File: config.mk
export PLATFORM = sky130hd
export DESIGN_NAME = uart8_rx_flat
export DESIGN_NICKNAME = d
export VERILOG_FILES = /design/src/rtl/uart8_rx_if.sv /design/src/rtl/uart8_rx.sv /design/src/flat_wrapper.sv
export SDC_FILE = /design/constraint.sdc
export NUM_CORES = 1
export LEC_CHECK = 0
export CAP_MARGIN = 0
export CORE_MARGIN = 5
export CORE_UTILIZATION = 45
export DETAILED_ROUTE_END_ITERATION = 8
export GPL_ROUTABILITY_DRIVEN = 0
export PLACE_DENSITY_LB_ADDON = 0.15
export SYNTH_ARGS = -nofsm -noshare
export SYNTH_HDL_FRONTEND = slang
export SYNTH_SLANG_ARGS = --single-unit
File: constraint.sdc
create_clock -name clk -period 6.98 [get_ports clk]
set_input_delay 1.047 -clock clk [delete_from_list [all_inputs] [get_ports clk]]
set_output_delay 1.047 -clock clk [all_outputs]
set_load 0.05 [all_outputs]
File: src/rtl/uart8_rx_if.sv
// uart8_rx_if: bundle of the receiver's configuration, line and result signals.
//   baud_rate16 : 24-bit DDS increment, Fbaud*2^28/Fclk (16x oversample rate)
//   rxd         : asynchronous serial line, idle high
//   rxdata      : last correctly received byte
//   rxvalid     : one-clk pulse, new byte on rxdata
//   frame_err   : one-clk pulse, bad stop bit
//   busy        : receiver not idle
// master = the side that drives the line and the rate, slave = the receiver.
interface uart8_rx_if;
    logic [23:0] baud_rate16;
    logic        rxd;
    logic [7:0]  rxdata;
    logic        rxvalid;
    logic        frame_err;
    logic        busy;

    modport master (
        output baud_rate16, rxd,
        input  rxdata, rxvalid, frame_err, busy
    );

    modport slave (
        input  baud_rate16, rxd,
        output rxdata, rxvalid, frame_err, busy
    );
endinterface

File: src/rtl/uart8_rx.sv
// uart8_rx: 8N1/8N2 UART receiver with 16x DDS oversampling and 2-of-3
// majority voting at mid-bit.
//   clk   : single clock, rising edge
//   rst_n : asynchronous active-low reset
//   bus   : uart8_rx_if.slave (baud_rate16, rxd in; rxdata, rxvalid,
//           frame_err, busy out)
//   STOPBITS : number of stop bits checked per frame, 1 or 2
//
// state     | meaning
// ----------+----------------------------------------------------------
// IDLE      | waiting for a falling edge on the synchronized line
// START     | inside the start bit; a decided 1 is a glitch
// DATA      | shifting in 8 data bits, LSB first
// STOP      | checking stop bit(s); returns to IDLE at mid stop bit
// WAIT_HIGH | after break/framing error, waits for a full high bit time
module uart8_rx #(
    parameter int STOPBITS = 1
) (
    input  logic        clk,
    input  logic        rst_n,
    uart8_rx_if.slave   bus
);
    typedef enum logic [2:0] {IDLE, START, DATA, STOP, WAIT_HIGH} state_t;

    // bit index of the last stop bit (start bit is index 0)
    localparam logic [3:0] LAST_IDX = 4'(8 + STOPBITS);

    state_t      state_q, state_d;
    logic        sync1_q, rxs_q, prev_q;
    logic [2:0]  vld_q;
    logic [23:0] acc_q, acc_d;
    logic        tick_q, tick_d;
    logic [7:0]  cnt_q, cnt_d;
    logic        s7_q, s7_d, s8_q, s8_d;
    logic [7:0]  shreg_q, shreg_d;
    logic [7:0]  rxdata_q, rxdata_d;
    logic        rxvalid_q, rxvalid_d;
    logic        frame_err_q, frame_err_d;

    logic [24:0] sum;
    logic        decide, maj;

    assign sum    = {1'b0, acc_q} + {1'b0, bus.baud_rate16};
    assign decide = tick_q && (cnt_q[3:0] == 4'd9);
    assign maj    = (s7_q & s8_q) | (s7_q & rxs_q) | (s8_q & rxs_q);

    always_comb begin
        state_d     = state_q;
        acc_d       = acc_q;
        tick_d      = 1'b0;
        cnt_d       = cnt_q;
        s7_d        = s7_q;
        s8_d        = s8_q;
        shreg_d     = shreg_q;
        rxdata_d    = rxdata_q;
        rxvalid_d   = 1'b0;
        frame_err_d = 1'b0;

        if (state_q != IDLE) begin
            acc_d  = sum[23:0];
            tick_d = sum[24];
        end
        if (tick_q) begin
            cnt_d = cnt_q + 8'd1;
        end
        if (tick_q && (cnt_q[3:0] == 4'd7)) s7_d = rxs_q;
        if (tick_q && (cnt_q[3:0] == 4'd8)) s8_d = rxs_q;

        case (state_q)
            IDLE: begin
                acc_d  = '0;
                tick_d = 1'b0;
                cnt_d  = '0;
                // vld_q[2] keeps a line that was already low at reset release
                // from looking like a falling edge
                if (vld_q[2] && prev_q && !rxs_q) begin
                    state_d = START;
                end
            end
            START: begin
                if (decide && maj) begin
                    state_d = IDLE;
                end else if (tick_q && (cnt_q == 8'd15)) begin
                    state_d = DATA;
                end
            end
            DATA: begin
                if (decide) begin
                    shreg_d = {maj, shreg_q[7:1]};
                end
                if (tick_q && (cnt_q == 8'd143)) begin
                    state_d = STOP;
                end
            end
            STOP: begin
                if (decide) begin
                    if (!maj) begin
                        frame_err_d = 1'b1;
                        state_d     = WAIT_HIGH;
                        acc_d       = '0;
                        tick_d      = 1'b0;
                        cnt_d       = '0;
                    end else if (cnt_q[7:4] == LAST_IDX) begin
                        rxdata_d  = shreg_q;
                        rxvalid_d = 1'b1;
                        state_d   = IDLE;
                    end
                end
            end
            WAIT_HIGH: begin
                // any low sample restarts the full-bit high count from scratch
                if (!rxs_q) begin
                    acc_d  = '0;
                    tick_d = 1'b0;
                    cnt_d  = '0;
                end else if (tick_q && (cnt_q == 8'd15)) begin
                    state_d = IDLE;
                end
            end
            default: state_d = IDLE;
        endcase
    end

    always_ff @(posedge clk or negedge rst_n) begin
        if (!rst_n) begin
            state_q     <= IDLE;
            sync1_q     <= 1'b1;
            rxs_q       <= 1'b1;
            prev_q      <= 1'b1;
            vld_q       <= '0;
            acc_q       <= '0;
            tick_q      <= 1'b0;
            cnt_q       <= '0;
            s7_q        <= 1'b1;
            s8_q        <= 1'b1;
            shreg_q     <= '0;
            rxdata_q    <= 8'h00;
            rxvalid_q   <= 1'b0;
            frame_err_q <= 1'b0;
        end else begin
            state_q     <= state_d;
            sync1_q     <= bus.rxd;
            rxs_q       <= sync1_q;
            prev_q      <= rxs_q;
            vld_q       <= {vld_q[1:0], 1'b1};
            acc_q       <= acc_d;
            tick_q      <= tick_d;
            cnt_q       <= cnt_d;
            s7_q        <= s7_d;
            s8_q        <= s8_d;
            shreg_q     <= shreg_d;
            rxdata_q    <= rxdata_d;
            rxvalid_q   <= rxvalid_d;
            frame_err_q <= frame_err_d;
        end
    end

    assign bus.rxdata    = rxdata_q;
    assign bus.rxvalid   = rxvalid_q;
    assign bus.frame_err = frame_err_q;
    assign bus.busy      = (state_q != IDLE);
endmodule

File: src/flat_wrapper.sv
// flat-port wrapper written by rule: the top's interface ports become plain ports
module uart8_rx_flat 
#(
    parameter int STOPBITS = 1
)
  (clk, rst_n, bus_baud_rate16, bus_rxd, bus_rxdata, bus_rxvalid, bus_frame_err, bus_busy);
  uart8_rx_if bus_i ();
  input  logic clk;
  input  logic rst_n;
  input wire logic [$bits(bus_i.baud_rate16)-1:0] bus_baud_rate16;
  input wire logic [$bits(bus_i.rxd)-1:0] bus_rxd;
  output wire logic [$bits(bus_i.rxdata)-1:0] bus_rxdata;
  output wire logic [$bits(bus_i.rxvalid)-1:0] bus_rxvalid;
  output wire logic [$bits(bus_i.frame_err)-1:0] bus_frame_err;
  output wire logic [$bits(bus_i.busy)-1:0] bus_busy;
  assign bus_i.baud_rate16 = bus_baud_rate16;
  assign bus_i.rxd = bus_rxd;
  assign bus_rxdata = bus_i.rxdata;
  assign bus_rxvalid = bus_i.rxvalid;
  assign bus_frame_err = bus_i.frame_err;
  assign bus_busy = bus_i.busy;
  uart8_rx #(.STOPBITS(STOPBITS)) u_core (.clk(clk), .rst_n(rst_n), .bus(bus_i));
endmodule
==> results.txt, run 1 <==
- Total Neg Setup Slack: 0 ns
- At the worst endpoint, the required time is 5.93 ns.
* Synth Net Count: 439
- Synthesis Warnings: 0
- # setup viols final: 0
- Average via count per standard cell: 5.49
- Number of flops mapped to enable cells by yosys: 0
- Proportion of synthesized area in mux cells: 4.95%
- The worst setup path is of the flip-flop to output pin kind.
- Detailed route wirelength on metal3: 375 microns
- The run finished with clean final reports.
- Vias post-DR: 2,899
- Clock skew after layout: 0.0143 ns
- Vertical die dimension: 101 microns
- After the first detailed-routing iteration, the DRC count stood at 89.
- Cell at the root of the clock tree: clkbuf_8
- Along the worst hold path, the cell count comes to 0.
- For the worst flop-to-flop path, the logic depth is 8.
* Routed metal-1 wire length: 3.61 mm
* Floorplan Core Area: 0.00813 sq mm
- I/O Pins: 38
- Least setup slack across all paths after layout: 3.18 ns
- The die is 101 microns wide.
* Post-placement worst setup slack: 3.22 ns
* Reg-to-reg slack, setup: 4.29 ns
- The worst path uses 54.4% of the clock period.
* Maximum achievable frequency: 263 MHz
- Most used cells in the layout excluding fill and tap cells: dfrtp_1 (57), nand2_1 (52), clkdlybuf4s50_1 (36)
- The path with the worst hold slack has its endpoint at u_core.rxs_q$_DFF_PN1_.
* Fraction of the mapped netlist area in compound gates: 17.9%
* Kind of launch point of the worst setup path: flip-flop
* Data arrival at the endpoint of the critical path: 2.75 ns
- Number of diodes: 0
- In this run the most critical hold path is launched from u_core.sync1_q$_DFF_PN1_.
- Largest vdd supply drop: 0.000125 V
* Number of global-route vias before repair: 2,918
- Once the clock tree was built, the setup fixing pass inserted 0 buffers.
- STA classifies the critical path endpoint as an output pin.
* Top Metal Used: met4
- Synthesized instance count: 384
- HP Class: flip-flop to flip-flop
- Number of distinct library cells after synthesis: 56
- Share of power burned in combinational logic: 51.2%
- Met2 routed wirelength: 3.75 mm
* # port buffers: 37
* Residual DRC: 0
- Total power divided by cell area: 406 mW/mm^2
- Worst flop-to-flop path startpoint: u_core.acc_q[0]$_DFF_PN0_
- After synthesis, the mean cell area works out to 9.67 sq um.
* Number of nets with antenna violations after detailed routing: 0
- Compared with the post-synthesis result, the final layout area differs by 16.8%.
- The tree built by TritonCTS fans out to 62 sinks.
- Entering global routing, the biggest net connects 63 pins.
- Post-route cell area: 0.00434 sq mm
- TritonRoute pass-1 iters: 4
- Summing the areas of all fa, ha and maj instances in the mapped netlist gives 9.91% of the synthesized area.
- Commonest non-fill, non-tap cell in the layout: dfrtp_1
- Layout cells sized above 1: 10.9%
- The final number of max-transition violations is 0.
- In this run the cell area of the synthesized design comes to 0.00371 sq mm.
- Post-synth ARST share: 100%
- Sequential cells account for 29.9% of the total power.
* Area share of xor/xnor cells in the synthesized design: 4.95%
- Count of final hold-check violations: 0
* Switch share: 40.8%
- The HPWL after detailed placement is 5.43 mm.
- In this run the worst path has a maximum fanout of 17.
- Portion of the post-synthesis area used by sequential elements: 42.0%
- Number of nets at the end of the flow: 473
- In this run the critical register-to-register path is captured at u_core.acc_q[16]$_DFF_PN0_.
- Part of the total power dissipated in the clock network: 18.9%
* Largest buffer count on any clock path: 2
* Post-cts repair resize count: 0
* Deepest level of the CTS H-tree: 3
* Worst slew margin: 46.7%
* Residual overflow from global routing: 0
- After clock tree synthesis, the clock-pin slew on the worst setup and hold paths is 0.07 ns.
- In this run the cell area measured after placement is 0.00413 sq mm.
* Post-CTS Hold Buffers: 0
- Initial core utilization: 45.6%
* Wire length of the first global-routing pass: 13.4 mm
- Number of standard-cell rows in the floorplan: 33
- Max-cap violations in this run came to 0.
* Total leakage power: 0.00192 uW
- Wire length per cell: 14.9 microns
- After synthesis, the largest family of logic cells by area is compound AO/OA/AOI/OAI gates.
- Counting flops and latches in the post-synthesis netlist gives 62.
- Antenna violations before repair: 0
* Clock latency on the worst-skew pair: 0.34 ns
- Setup repair after global routing left no endpoint under its margin.
- Die ar.: 0.0102 sq mm
- For the pin with the worst max-slew slack, the measured transition is 0.800 ns.
- Internal power comes to 1040 uW.
- Total net switching power: 718 uW
* Most common flop cell mapped by yosys: dfrtp_1
- Basic-gate share of the synthesized area counting and, or, nand and nor cells: 17.1%
- TritonCTS built the clock tree.
* Final period demand of the worst path: 3.80 ns
- Wires add up to 7.86 mm.
- In the global route stage, overall resource usage came out at 16.6%.
- Buffers inserted during clock tree synthesis total 9.
-- kinds of logic (layout without fill, tap and decap cells) --
logic type	Yosys count	count (layout)
AND/OR/NAND/NOR	132	132
AO/OA/AOI/OAI	99	99
flip-flops	62	62
adder cells (fa/ha/maj)	29	29
buffers and inverters	23	62
XOR/XNOR	21	21
multiplexers	17	17
other	1	1
-- final cells by class --
cell class | instances | area, sq um
Fill cell | 746 | 3800
Clock inverter | 5 | 57.6
Sequential cell | 62 | 1560
Tap cell | 105 | 131
Multi-Input combinational cell | 299 | 2040
Inverter | 8 | 30.0
Timing Repair Buffer | 38 | 373
Clock buffer | 11 | 151
-- metrics by stage --
step           std cells  total power (uW)  hold WS [ns]  util (%)
6_report             528              1760         0.351      53.3
5_1_grt              528              1910         0.357      53.3
4_1_cts              528              1770         0.352      53.3
3_3_place_gp         512              1410         0.337      50.7
2_1_floorplan        384              1260         0.331         -
3_5_place_dp         512              1430         0.340      50.7
-- flip-flops by register name, indices dropped and copies added (netlist names), 3 cells and up --
name and cells:
u_core.cnt_q 8, u_core.bus.rxdata 8, u_core.acc_q 24, u_core.vld_q 3, u_core.state_q 3, u_core.shreg_q 8
-- cells in the mapped netlist, drive strengths merged, types with 4 or more instances --
library cell / instances / area (sq um)
xnor2: 11 / 96.3
ha: 27 / 338
a211oi: 9 / 80.1
mux2i: 6 / 60.1
o21ai: 19 / 95.1
nor2: 30 / 115
dfrtp: 57 / 1430
dfstp: 5 / 131
a21o: 7 / 52.6
mux2: 11 / 124
o21bai: 5 / 37.5
o21a: 6 / 45.0
xor2: 10 / 87.6
or3: 5 / 31.3
nand2: 52 / 195
a21oi: 35 / 179
nor3: 10 / 61.3
nand3: 9 / 45.0
inv: 6 / 22.5
nand4: 6 / 37.5
clkbuf: 4 / 15.0
buf: 11 / 73.8
-- worst max-delay path, cell delays in order (launching register included) --
cell and delay (ns):
dfrtp_1 0.48, nor3_1 0.46, clkinv_1 0.60, clkdlybuf4s50_1 0.87
-- metal layers --
layer / GRT usage, % / up-vias
li1: - / 1453
met1: 21.3 / 1370
met2: 27.0 / 64
met3: 4.64 / 12
met4: 5.49 / 0
met5: 0 / -
-- power groups by stage --
stage	clock network (uW)	registers, uW	logic, uW
2_1_floorplan	0	506	751
3_3_place_gp	0	531	878
3_5_place_dp	0	534	893
4_1_cts	339	528	899
5_1_grt	358	539	1010
6_report	332	527	900
-- how the worst max path moves through the flow --
stage / from / endpoint / cells past startpoint
finish: u_core.state_q[0]$_DFFE_PN0P_ / bus_busy / 3
CTS: u_core.state_q[0]$_DFFE_PN0P_ / bus_busy / 3
floorplan: bus_baud_rate16[0] / u_core.acc_q[16]$_DFF_PN0_ / 8
global route: u_core.state_q[0]$_DFFE_PN0P_ / bus_busy / 3
global placement: bus_baud_rate16[0] / u_core.acc_q[16]$_DFF_PN0_ / 9
detailed placement: bus_baud_rate16[0] / u_core.acc_q[16]$_DFF_PN0_ / 9
Power figures use the tool's default switching activity.
==> inputs of run 2 (changes only) <==
Clock period 6.98 ns to 3.8 ns, I/O delays scaled along.
==> results.txt, run 2 (synthesis results as in run 1) <==
* Crit path largest cell delay: 0.72 ns (-0.15 ns)
* Worst path cell trace: nor3_1 > clkinv_1 > buf_4 > clkdlybuf4s50_1
* Largest buffer count on any clock path: 2 (unchanged)
- The height of the die is 101 microns (unchanged).
- The part of the total power dissipated in the clock network is 20.6% (+1.7 points).
- The power dissipated by switching net loads is 1340 uW (+86%).
* Clock latency on the worst-skew pair: 0.35 ns (about the same)
* Share of power burned in combinational logic: 50.0% (-1.2 points)
- The total via count after detailed routing came to 2,879 (-0.69%).
- The antenna cell count came to 0 (unchanged).
* TritonRoute pass-1 iters: 4 (unchanged)
* Unrepaired setup endpoints after global routing: no
* Number of violations reported at the end of detailed-routing iteration 0: 103 (+16%)
* Clock tree sinks: 62 (unchanged)
* I/O Pins: 38 (unchanged)
* Initial core utilization: 45.6% (unchanged)
* Number of nets with antenna violations after detailed routing: 0 (unchanged)
* Number of nets at the end of the flow: 474 (+0.21%)
- Worst slew margin: 53.0% (+6.4 points)
- The clock skew after layout came to 0.0128 ns (-0.00146 ns).
- The critical path in this run is classified as flip-flop to output pin.
* Start point of the critical path: u_core.state_q[0]$_DFFE_PN0P_
* Total power divided by cell area: 755 mW/mm^2 (+86%)
- Wire length of the first global-routing pass: 12.9 mm (-3.9%)
- Largest vdd supply drop: 0.000322 V (+160%)
- For the finished layout, the period the worst path requires is 2.98 ns.
- The logic depth of the worst register-to-register path came to 8 (unchanged).
- The data arrival time of the critical path is 2.41 ns (-0.34 ns).
- TritonCTS clock tree: yes
- Detailed placer's ending HPWL: 5.45 mm (+0.39%)
* Die ar.: 0.0102 sq mm (unchanged)
* Deepest level of the CTS H-tree: 3 (unchanged)
* Worst-path maximum fanout: 17 (unchanged)
* Overall fraction of global-route tracks in use: 16.0% (-0.63 points)
* Number of global-route vias before repair: 2,824 (-3.2%)
- Data required time at the worst endpoint: 3.23 ns (-2.70 ns)
* Slowest stage cell, crit path: clkdlybuf4s50_1
- # port buffers: 37 (unchanged)
- Worst flop-to-flop path startpoint: u_core.acc_q[0]$_DFF_PN0_
- Post-CTS Hold Buffers: 0 (unchanged)
* Die Wd: 101 microns (unchanged)
- The number of flip-flops in the largest register is 24 (unchanged).
* Commonest non-fill, non-tap cell in the layout: dfrtp_1
- Count of final hold-check violations: 0 (unchanged)
- Antenna violations before repair: 0 (unchanged)
* Wire length per cell: 14.6 microns (-1.7%)
- The reported leakage power was 0.00194 uW (+0.99%).
- The area of the core was 0.00813 sq mm (unchanged).
- Area growth syn-to-layout: 17.6%
- The number of placement rows came to 33 (unchanged).
* Cell at the root of the clock tree: clkbuf_8
* Switch share: 40.6% (-0.24 points)
* Ratio of final minimum period to clock period: 78.5%
* Kind of launch point of the worst setup path: flip-flop
- The relative contribution of sequential cells to total power came to 29.4% (-0.5 points).
* Count of maximum capacitance violations: 0 (unchanged)
- The clock input transition at the sequential cells of the worst setup and hold paths was 0.07 ns (about the same).
- Total Neg Setup Slack: 0 ns (unchanged)
- Reg-to-reg slack, setup: 1.15 ns (-3.14 ns)
- Largest register by flop count: u_core.acc_q
* Bufs and invs on worst path: 3 (+1)
- The most critical setup path has its endpoint at bus_busy.
- The total grt overflow is 0 (unchanged).
* Post-route total power: 3290 uW (+87%)
- Total wire length after detailed routing: 7.74 mm (-1.6%)
* Dominant delay contributor by cell family on the critical path: buffers and inverters
* Transition at the pin with the smallest max-transition slack: 0.705 ns (-0.0954 ns)
* Number of max-slew violations in the final report: 0 (unchanged)
* Internal: 1960 uW (+88%)
- HP Class: input port to asynchronous set/reset pin
* # setup viols final: 0 (unchanged)
- Timing would allow up to 335 MHz.
* Outcome: finished, final reports clean
- Residual DRC: 0 (unchanged)
- The number of CTS-inserted buffers came to 9 (unchanged).
- STA classifies the critical path endpoint as an output pin.
- The number of setup buffers added after CTS came to 0 (unchanged).
- The number of gates resized after cts was 0 (unchanged).
* Layout cells sized above 1: 11.1% (+0.21 points)
* Critical path depth in cells: 4 (+1)
- Average via count per standard cell: 5.44 (-0.88%)
* Pin count of the biggest net entering global routing: 34 (-46%)
- Most used cells in the layout excluding fill and tap cells: dfrtp_1 (57), nand2_1 (52), clkdlybuf4s50_1 (36)
* End of the worst register-to-register path: u_core.acc_q[16]$_DFF_PN0_
[run 2: changes by cell type in the layout (fill, tap and decap cells not counted), sizes merged]
cell | before | now
buf | 2 | 3
bufinv | 1 | 2
clkbuf | 11 | 9
clkinvlp | 3 | 1
inv | 6 | 9
[run 2: power by group through the flow]
stage | Clock [uW] | Combinational (uW) | Sequential (uW)
3_3_place_gp | 0 | 1610 | 978
2_1_floorplan | 0 | 1380 | 929
4_1_cts | 699 | 1650 | 969
6_report | 680 | 1650 | 969
5_1_grt | 724 | 1840 | 988
3_5_place_dp | 0 | 1650 | 982
[run 2: through the flow]
stage / std cells / worst slack, ns / util (%) / cell area (sq um) / hold WS [ns]
after floorplan: 384 / 1.18 / - / 3710 / 0.274
after global placement: 513 / 0.573 / 50.8 / 4140 / 0.333
after detailed placement: 513 / 0.516 / 50.8 / 4140 / 0.343
after CTS: 529 / 0.737 / 53.7 / 4360 / 0.292
after global routing: 529 / 0.586 / 53.7 / 4360 / 0.307
final: 529 / 0.817 / 53.7 / 4360 / 0.262
[run 2: layout make-up]
class,count,area [sq um]
fillers,760,3770
multi-input cells,299,2040
flip-flops and latches,62,1560
repair buffers,39,380
well taps,105,131
clock buffers,9,124
clock inverters,7,105
inverters,8,30.0
[run 2: worst min path at each step]
stage               cells past startpoint                         to
floorplan                               0  u_core.acc_q[0]$_DFF_PN0_
global placement                        0  u_core.vld_q[2]$_DFF_PN0_
detailed placement                      0  u_core.vld_q[2]$_DFF_PN0_
CTS                                     1  u_core.acc_q[9]$_DFF_PN0_
global route                            1  u_core.acc_q[4]$_DFF_PN0_
finish                                  1  u_core.acc_q[4]$_DFF_PN0_
[run 2: per-layer routing]
layer	global-route usage, %	wire, microns	share of wire [%]
met5	0	0	0
met1	19.9	3590	46
met3	4.64	305	3.9
met4	5.80	118	1.5
met2	26.3	3720	48
==> inputs of run 3 (changes only) <==
Clock period 3.8 ns to 2.8 ns, I/O delays scaled along.
==> results.txt, run 3 (synthesis results as in run 1) <==
- Number of max-slew violations in the final report: 0 (unchanged)
- The clock network latency to the later pin of the worst-skew pair was 0.34 ns (about the same).
- The routed wire length per instance was 14.9 microns (+1.7%).
- Largest buffer count on any clock path: 2 (unchanged)
- In this run the worst setup path terminates at u_core.acc_q[22]$_DFF_PN0_.
- The clock skew after layout came to 0.0137 ns (+0.000861 ns).
* # port buffers: 37 (unchanged)
* Detailed placer's ending HPWL: 5.77 mm (+5.7%)
* Unrepaired setup endpoints after global routing: no
- The logic depth of the worst register-to-register path was 9 (+1).
- The initial core utilization came to 45.6% (unchanged).
- The total design power was 4550 uW (+38%).
- The library cell used most frequently in the layout, excluding fill and tap cells, is dfrtp_1.
- The largest fanout on the critical path came to 5 (-12).
* Worst flop-to-flop path startpoint: u_core.acc_q[0]$_DFF_PN0_
* Type of the worst setup path: input port to flip-flop
* Post-CTS Hold Buffers: 0 (unchanged)
- u_core.acc_q holds more flip-flops than any other register.
- The most critical setup path has its startpoint at bus_baud_rate16[0].
* Die Wd: 101 microns (unchanged)
- The global-route usage over all layers was 16.8% (+0.79 points).
- For the finished layout, the period the worst path requires is 2.55 ns.
- The number of gates resized after cts was 0 (unchanged).
* TritonCTS clock tree: yes
- Endpoint kind of the worst setup timing path: flip-flop
- The antenna cell count came to 0 (unchanged).
- The number of setup buffers added after CTS was 0 (unchanged).
- Number of clock buffers inserted by TritonCTS: 9 (unchanged)
- The number of top-level pins was 38 (unchanged).
- Cell at the root of the clock tree: clkbuf_8
- The total grt overflow came to 0 (unchanged).
- The count of routing violations after the opening detailed-route iteration came to 78 (-24%).
* Number of nets with antenna violations after detailed routing: 0 (unchanged)
* Reg-to-reg slack, setup: 0.36 ns (-0.79 ns)
- The reported leakage power was 0.00198 uW (+2.5%).
- Ratio of final minimum period to clock period: 91.0%
- Die ar.: 0.0102 sq mm (unchanged)
- Most used cells in the layout excluding fill and tap cells: dfrtp_1 (57), nand2_1 (52), clkdlybuf4s50_1 (35)
* Count of maximum capacitance violations: 0 (unchanged)
* Layout cells sized above 1: 13.6% (+2.5 points)
* Final-layout worst hold slack: 0.0633 ns (-0.198 ns)
* Vertical die dimension: 101 microns (unchanged)
* Data arrival at the endpoint of the critical path: 2.76 ns (+0.35 ns)
- Transition at the pin with the smallest max-transition slack: 0.568 ns (-0.137 ns)
* Deepest level of the CTS H-tree: 3 (unchanged)
- The number of setup violations in the final report is 0 (unchanged).
- Clock tree sinks: 62 (unchanged)
* FILL cells: 727 (-4.3%)
- The number of flip-flops in the largest register came to 24 (unchanged).
* Average via count per standard cell: 5.56 (+2.3%)
- Count of final hold-check violations: 0 (unchanged)
- Least setup slack across all paths after layout: 0.253 ns (-0.564 ns)
* Floorplan Core Area: 0.00813 sq mm (unchanged)
- The worst endpoint required time came to 3.01 ns (-0.22 ns).
* Pin count of the biggest net entering global routing: 26 (-24%)
* Outcome: finished, final reports clean
* Clock slew at reported path FFs: 0.08 ns (about the same)
* Residual DRC: 0 (unchanged)
- HP Class: input port to asynchronous set/reset pin
- End of the worst register-to-register path: u_core.acc_q[22]$_DFF_PN0_
- The worst vdd rail ir drop is 0.000377 V (+17%).
- The detailed-routing iteration count for the pre-antenna-repair pass came to 4 (unchanged).
- The worst slew margin relative to its limit was 62.2% (+9.1 points).
* Total Neg Setup Slack: 0 ns (unchanged)
- The ratio of total power to cell area came to 1030 mW/mm^2 (+36%).
* Maximum achievable frequency: 393 MHz
- The via count of the first global-routing pass came to 2,975 (+5.3%).
* Number of standard-cell rows in the floorplan: 33 (unchanged)
- The final wirelength came to 8.03 mm (+3.8%).
- The net count reported at finish was 485 (+2.3%).
* Vias post-DR: 3,005 (+4.4%)
- Post-placement worst setup slack: -0.100 ns (-0.617 ns)
- The worst setup path is launched from an input port.
* Antenna violations before repair: 0 (unchanged)
- Area growth syn-to-layout: 19.5%
- The wire length of the first global-routing pass is 13.7 mm (+6.8%).
-- run 3: layout make-up --
type	count	area (sq um)	share of cell area, %
clock buffer	9	124	2.79
inverter	8	30.0	0.677
sequential	62	1560	35.1
timing repair buffer	50	460	10.4
clock inverter	7	97.6	2.20
multi-input combinational	299	2040	45.9
tap	105	131	2.96
-- run 3: metal layers --
layer / routed length [microns] / global-route usage, %
met1: 3630 / 22.2
met2: 3950 / 27.5
met3: 350 / 2.98
met4: 93 / 6.11
met5: 0 / 0
-- run 3: through the flow --
stage	area (sq um)	cells	util, %
3_3_place_gp	4220	524	51.8
4_1_cts	4440	540	54.5
3_5_place_dp	4220	524	51.8
5_1_grt	4440	540	54.5
6_report	4440	540	54.5
2_1_floorplan	3710	384	-
-- run 3: worst min-delay path by stage --
| stage | start | end | slack (ns) | cells after the start |
|---|---|---|---|---|
| after floorplan | rst_n | u_core.acc_q[0]$_DFF_PN0_ | 0.12 | 0 |
| after global placement | u_core.vld_q[1]$_DFF_PN0_ | u_core.vld_q[2]$_DFF_PN0_ | 0.34 | 0 |
| after detailed placement | u_core.vld_q[1]$_DFF_PN0_ | u_core.vld_q[2]$_DFF_PN0_ | 0.34 | 0 |
| after CTS | rst_n | u_core.acc_q[3]$_DFF_PN0_ | 0.08 | 1 |
| after global routing | rst_n | u_core.acc_q[3]$_DFF_PN0_ | 0.10 | 1 |
| final | rst_n | u_core.acc_q[3]$_DFF_PN0_ | 0.06 | 1 |
-- run 3: critical path, cell delays in order --
cell and delay [ns]:
clkdlybuf4s50_1 0.40, ha_1 0.23, fa_1 0.39, a21o_1 0.21, a31o_4 0.26, a211oi_4 0.23, buf_4 0.19, o2111ai_1 0.15
a21oi_1 0.21, nor3b_2 0.06
-- run 3: power by group --
part | total, uW | switching, uW | internal (uW)
clock network | 885 | 382 | 504
registers | 1320 | 163 | 1160
logic | 2340 | 1290 | 1060
